===== src/rtl/audio_pkg.sv =====
// Shared audio constants and the CIC width/shift derivations.
package audio_pkg;

  localparam int CIC_ORDER = 4;
  localparam int PCM_W     = 16;

  // Register growth of an N-stage CIC is N*log2(R) bits on top of the 2-bit input.
  function automatic int cic_width(input int log2_decim);
    return 2 + CIC_ORDER * log2_decim;
  endfunction

  function automatic int cic_shift(input int log2_decim);
    return CIC_ORDER * log2_decim - (PCM_W - 1);
  endfunction

endpackage


===== src/rtl/cic_integrator.sv =====
// Wrapping accumulator with enable; acc_next exposes the post-update value so
// stages can cascade within a single cycle.
module cic_integrator #(
  parameter int W = 26
) (
  input  logic         clk,
  input  logic         rst,
  input  logic         en,
  input  logic [W-1:0] din,
  output logic [W-1:0] acc_next
);

  logic [W-1:0] acc;

  assign acc_next = acc + din;

  always_ff @(posedge clk or posedge rst) begin
    if (rst) begin
      acc <= '0;
    end else if (en) begin
      acc <= acc_next;
    end
  end

endmodule


===== src/rtl/pdm_cic_decimator.sv =====
// 4th-order CIC decimator: PDM bit stream in, saturated 16-bit PCM out two
// cycles after each decimation event.
module pdm_cic_decimator
  import audio_pkg::*;
#(
  parameter int LOG2_DECIM = 6
) (
  input  logic                    clk,
  input  logic                    rst,
  input  logic                    pdm_en,
  input  logic                    pdm_data,
  output logic signed [PCM_W-1:0] pcm_out,
  output logic                    pcm_valid
);

  localparam int W      = cic_width(LOG2_DECIM);
  localparam int SHIFT  = cic_shift(LOG2_DECIM);
  localparam int WARMUP = CIC_ORDER;
  localparam logic signed [W-1:0] PCM_MAX = W'((1 << (PCM_W - 1)) - 1);
  localparam logic signed [W-1:0] PCM_MIN = ~PCM_MAX;

  logic [W-1:0]            stage [CIC_ORDER+1];
  logic [LOG2_DECIM-1:0]   dec_cnt;
  logic                    dec_event;
  logic [W-1:0]            i4_lat;
  logic                    ev_d1;
  logic [W-1:0]            comb_dly [CIC_ORDER];
  logic [W-1:0]            comb [CIC_ORDER+1];
  logic signed [W-1:0]     comb_sh;
  logic signed [PCM_W-1:0] pcm_sat;
  logic [2:0]              warm_cnt;

  assign stage[0] = pdm_data ? W'(1) : '1;

  for (genvar g = 0; g < CIC_ORDER; g++) begin : g_int
    cic_integrator #(.W(W)) u_int (
      .clk      (clk),
      .rst      (rst),
      .en       (pdm_en),
      .din      (stage[g]),
      .acc_next (stage[g+1])
    );
  end

  // Counter reads R-1 (all ones) on the last sample of each block.
  assign dec_event = pdm_en && (dec_cnt == '1);

  always_comb begin
    comb[0] = i4_lat;
    for (int i = 0; i < CIC_ORDER; i++) begin
      comb[i+1] = comb[i] - comb_dly[i];
    end
  end

  assign comb_sh = $signed(comb[CIC_ORDER]) >>> SHIFT;

  always_comb begin
    pcm_sat = comb_sh[PCM_W-1:0];
    if (comb_sh > PCM_MAX) begin
      pcm_sat = PCM_MAX[PCM_W-1:0];
    end else if (comb_sh < PCM_MIN) begin
      pcm_sat = PCM_MIN[PCM_W-1:0];
    end
  end

  always_ff @(posedge clk or posedge rst) begin
    if (rst) begin
      dec_cnt   <= '0;
      i4_lat    <= '0;
      ev_d1     <= 1'b0;
      warm_cnt  <= '0;
      pcm_out   <= '0;
      pcm_valid <= 1'b0;
      for (int i = 0; i < CIC_ORDER; i++) begin
        comb_dly[i] <= '0;
      end
    end else begin
      if (pdm_en) begin
        dec_cnt <= dec_cnt + 1'b1;
      end
      if (dec_event) begin
        i4_lat <= stage[CIC_ORDER];
      end
      ev_d1     <= dec_event;
      pcm_valid <= ev_d1 && (warm_cnt == 3'(WARMUP));
      // Comb delays only advance at the decimated rate.
      if (ev_d1) begin
        for (int i = 0; i < CIC_ORDER; i++) begin
          comb_dly[i] <= comb[i];
        end
        pcm_out <= pcm_sat;
        if (warm_cnt != 3'(WARMUP)) begin
          warm_cnt <= warm_cnt + 3'd1;
        end
      end
    end
  end

endmodule


===== config.mk =====
export PLATFORM = sky130hd
export DESIGN_NAME = pdm_cic_decimator
export DESIGN_NICKNAME = d
export VERILOG_FILES = /design/src/rtl/audio_pkg.sv /design/src/rtl/cic_integrator.sv /design/src/rtl/pdm_cic_decimator.sv
export SDC_FILE = /design/constraint.sdc
export NUM_CORES = 1
export LEC_CHECK = 0
export CAP_MARGIN = 10
export CELL_PAD_IN_SITES_DETAIL_PLACEMENT = 1
export CELL_PAD_IN_SITES_GLOBAL_PLACEMENT = 2
export CORE_MARGIN = 2
export CORE_UTILIZATION = 45
export CTS_CLUSTER_DIAMETER = 60
export DETAILED_ROUTE_END_ITERATION = 8
export GPL_TIMING_DRIVEN = 0
export PLACE_DENSITY_LB_ADDON = 0.2
export SLEW_MARGIN = 15
export SYNTH_ARGS = -nofsm -noshare
export SYNTH_HDL_FRONTEND = slang
export SYNTH_SLANG_ARGS = --single-unit

===== constraint.sdc =====
create_clock -name clk -period 19 [get_ports clk]
set_clock_uncertainty 0.05 [all_clocks]
set_input_delay 4.75 -clock clk [delete_from_list [all_inputs] [get_ports clk]]
set_output_delay 4.75 -clock clk [all_outputs]
set_load 0.05 [all_outputs]

== Word-level counts from Yosys, hierarchy flattened ==
Cells that the tools add are included.
Widths: inputs -> output; s select.
Word-level totals
  output and inout port bits: 17
  bits of input ports: 4
  register bits: 261
Operators by class
  multiplexer cells: 3
  $lt $le $gt $ge: 2
  add/sub/neg operators: 10
  eq/ne operators: 3
  reduce and logical (&&, ||, !) cells: 3
Operators by type and width (count)
  $add 26x26->26: 4
  $sub 26x26->26: 4
  $mux 16: 2
  $mux 26: 1
  $gt 17x16->1 const B: 1
  $lt 17x16->1 const B: 1
  $add 6x1->6 const B: 1
  $eq 6x6->1 const B: 1
  $add 3x1->3 const B: 1
  $eq 3x3->1 const B: 1
  $ne 3x3->1 const B: 1
  $logic_and 1x1->1: 2
  $reduce_and 2->1: 1

== Depth between registers and ports, before layout ==
  word-level depth: 7
  depth in mapped cells: 40
  mapped depth without buffers: 39

== By module ==
A second synthesis with hierarchy kept.
Unflattened totals
  cell total of the unflattened synthesis: 2226
  area total of the unflattened synthesis: 20163.1 um2
Modules (own cells, without submodules)
  pdm_cic_decimator: instances 1, area each 10547.6 um2, cells each 1172
  cic_integrator (g_int[1].u_int ...): instances 3, area each 2388.5 um2, cells each 258
  cic_integrator (g_int[0].u_int): instances 1, area each 2449.8 um2, cells each 280

== Least setup slack after synthesis ==
Ideal clock, no wire load.
  path kind: input to register
  start: input port pdm_data
  end: register g_int[3].u_int.acc[25]
  setup slack: 6.979 ns
  required time: 18.871 ns
  setup time: 0.079 ns
  cell stages on the path: 34
  data arrival time: 11.892 ns
  path through: inv_1 ha_1 a211oi_1 o21ai_0 o41ai_2 a21boi_0 o21ai_0 a21boi_0 o21ai_0 a21boi_0 o21ai_0 nor2b_1 xnor2_1 ha_1 a21oi_1 nor2_1 nor2_1 nand2_1 or4_1 and4_1 or4_1 and2_1 ha_1 nand2_1 nor2_1 a221o_1 o211ai_1 or3b_2 ha_1 a211o_1 o22a_1 nand2b_1 mux2i_1 xor2_1
On the way
  longest elaborated chain between the ends: 5
Ends and longest elaborated chain
  start, declared: line pdm_cic_decimator.sv:11  | input logic pdm_data,
  $mux 26: line pdm_cic_decimator.sv:33  | assign stage[0] = pdm_data ? W'(1) : '1;
  $add 26x26->26: line cic_integrator.sv:15  | assign acc_next = acc + din;
  named net g_int[0].u_int.acc_next[15]: line cic_integrator.sv:10  | output logic [W-1:0] acc_next
  $add 26x26->26: line cic_integrator.sv:15
  named net g_int[1].u_int.acc_next[22]: line cic_integrator.sv:10
  $add 26x26->26: line cic_integrator.sv:15
  named net g_int[2].u_int.acc_next[24]: line cic_integrator.sv:10
  $add 26x26->26: line cic_integrator.sv:15
  end signal, assigned: line cic_integrator.sv:21  | acc <= acc_next;
  end, declared: line cic_integrator.sv:13  | logic [W-1:0] acc;
The timed path passes the listed nets, and every way through them passes these cells.
A chain may end at the register's enable or synchronous reset.

== Final worst setup path ==
Ends and elaborated chain as after synthesis.

==> run metrics <==
status finished clean; Die Width 212 µm; number of enable flip-flop cells after synthesis 0; IO Count 21; Max FO, Critical Path 27; mapped cell area 0.0195 mm²; sequential share of the synthesized area 0.335; Die Area 0.0450 mm²; # fillers 4932; Synth Net Count 2359; vias post-DR 15700; Worst Setup Start Kind input pin; Yosys reg bits 261; Detailed Routing Iterations Pass 1 4; Slew @ Worst Pin 1.12 ns; Fin. Hold Viols 0; largest cells by area after synthesis dfrtp_1, ha_1, mux2_2; Initial Util 0.454; Vias/cell 5.56; clock latency on the worst-skew pair 0.56 ns; minimum clock period 13.95 ns; TritonCTS Buffers 38; Core Box Area 0.0429 mm²; die height 212 µm; critical path arrival 14.38 ns; maxcap violations 0; hold_buf cts 0; layout cell share with drive strength beyond 1 0.106; Layout Area Growth over Synthesis 12.0%; largest net degree at the start of global routing 85; first-pass GRT wire length 83400 µm; IO Port Bufs 20; Rows 76; RSZ-0062 raised after global routing false; Setup CP Type input pin to flop; placer's final routability congestion estimate 0.848; post-cts repair resize count 0; clock-pin slew on the worst setup and hold paths 0.05 ns; Max Slew Vio Count 0; total grt overflow 0; # diodes 0; DP Cell Count 2755; Required @ worst endpoint 19.43 ns; Cell variety after synth 90; non-filler cells, final 2822; Syn. warnings 0; Critical Path Max Stage Delay 0.94 ns; Worst setup EP type flop; Slew headroom 0.254; routed wire length per instance 17.4 µm; Placement Cell Area 0.0205 mm²; fin util 0.509; DPL Wire Length 38200 µm; final setup violation count 0; worst path bufs/invs 2; post-synthesis area per instance 9.07 µm²; clk buf depth 3; Fin Setup TNS 0 ns; antenna violations before repair 0; Final period util 0.734; cell family with most CP delay compound AO/OA/AOI/OAI gates; Root Buffer clkbuf_16; ys async rst share 1.00; design area 0.0218 mm²; area leader, netlist dfrtp_1; Layout Nets 2422; vias in the first global route 16900; H-Tree Depth 2; GRT Util Overall 0.228; top_reg_cell synth dfrtp_1; DRC 0; Syn Inst Count 2147; Sink Count 261; CP max-delay cell inv_1; HP Class flop to flop; Synth top area share 0.335; Post-DRT Antenna Nets 0; Post-CTS Repair Setup Buffers 0; total wire length 49200 µm; fmax 0.0717 GHz; Initial DRC Count 441; CTS tree built
==> cells in the final DEF, fill, tap and decap left out, types with 21 or more instances in the layout <==
master / count
a31oi_1: 21
nor2b_1: 28
clkbuf_1: 45
o21a_1: 24
dfrtp_1: 261
clkbuf_16: 39
nand2_1: 186
xnor2_1: 116
inv_1: 183
a21o_1: 62
nor3_1: 34
ha_1: 201
a21oi_1: 164
o21bai_1: 22
mux2_2: 133
o21ai_0: 174
nor2_1: 124
xor2_1: 42
nand3_1: 54
==> path summary, 6_finish.rpt <==
kind / startpoint / end / slack (ns) / cells after the start
setup / recovery: pdm_data / g_int[3].u_int.acc[25] / 5.05 / 36
hold / removal: dec_cnt[5] / dec_cnt[5] / 0.42 / 1
setup reg to reg: i4_lat[0] / pcm_out[10] / 10.14 / 36
hold reg to reg: dec_cnt[5] / dec_cnt[5] / 0.42 / 1
max in group asynchronous: rst / comb_dly[7] / 13.21 / 4
min in group asynchronous: rst / g_int[0].u_int.acc[2] / 4.52 / 2
==> cells by family (layout without fill, tap and decap cells) <==
| logic type | after synthesis | count (layout) | share of synthesized area |
|---|---|---|---|
| AO/OA/AOI/OAI | 608 | 608 | 0.196 |
| AND/OR/NAND/NOR | 532 | 532 | 0.128 |
| flip-flops | 261 | 261 | 0.335 |
| buffers and inverters | 236 | 326 | 0.0474 |
| adder cells (fa/ha/maj) | 208 | 208 | 0.136 |
| XOR/XNOR | 163 | 163 | 0.0761 |
| multiplexers | 139 | 139 | 0.0803 |
==> cell type report <==
type,count,area (µm²),share of cell area
well taps,585,732,0.0336
inverters,185,702,0.0322
repair buffers,23,283,0.0130
clock inverters,18,245,0.0112
clock buffers,49,1060,0.0488
plain buffers,51,229,0.0105
multi-input cells,1650,12000,0.551
flip-flops and latches,261,6530,0.299
==> stage by stage <==
step / hold slack, ns / setup slack (ns)
2_1_floorplan: 0.392 / 6.98
3_3_place_gp: 0.410 / 2.98
3_5_place_dp: 0.416 / 4.48
4_1_cts: 0.425 / 5.06
5_1_grt: 0.445 / 4.40
6_report: 0.417 / 5.05
==> cells in the mapped netlist (14+ instances only) <==
master,number
nand4_1,16
clkbuf_1,40
o21ai_0,174
o21a_1,24
nor2_1,124
a211oi_1,17
mux2_2,133
xor2_1,42
ha_1,201
nand2_1,186
nor3_1,34
nand2b_1,14
a21o_1,62
and3_1,17
nor2b_1,28
dfrtp_1,261
a21boi_0,20
xnor2_1,116
nand3_1,54
inv_1,184
a31oi_1,21
a21oi_1,164
or3_1,16
o21bai_1,22
o31ai_1,16
==> registers in the layout (all words and copies together) (netlist names) <==
signal	cells
dec_cnt	6
warm_cnt	3
pcm_out	16
g_int.u_int.acc	104
pcm_valid	1
i4_lat	26
ev_d1	1
comb_dly	104
==> per-layer routing <==
metal / share of wire / up-vias / global-route usage
met3: 0.019 / 90 / 0.0248
met4: 0.030 / 0 / 0.0816
met5: 0 / - / 0
met1: 0.42 / 7680 / 0.247
li1: - / 7764 / -
met2: 0.54 / 143 / 0.452
Power is left out: the tool's default activity adds up to more than one toggle a clock period on the data nets, which glitch-free logic cannot reach.
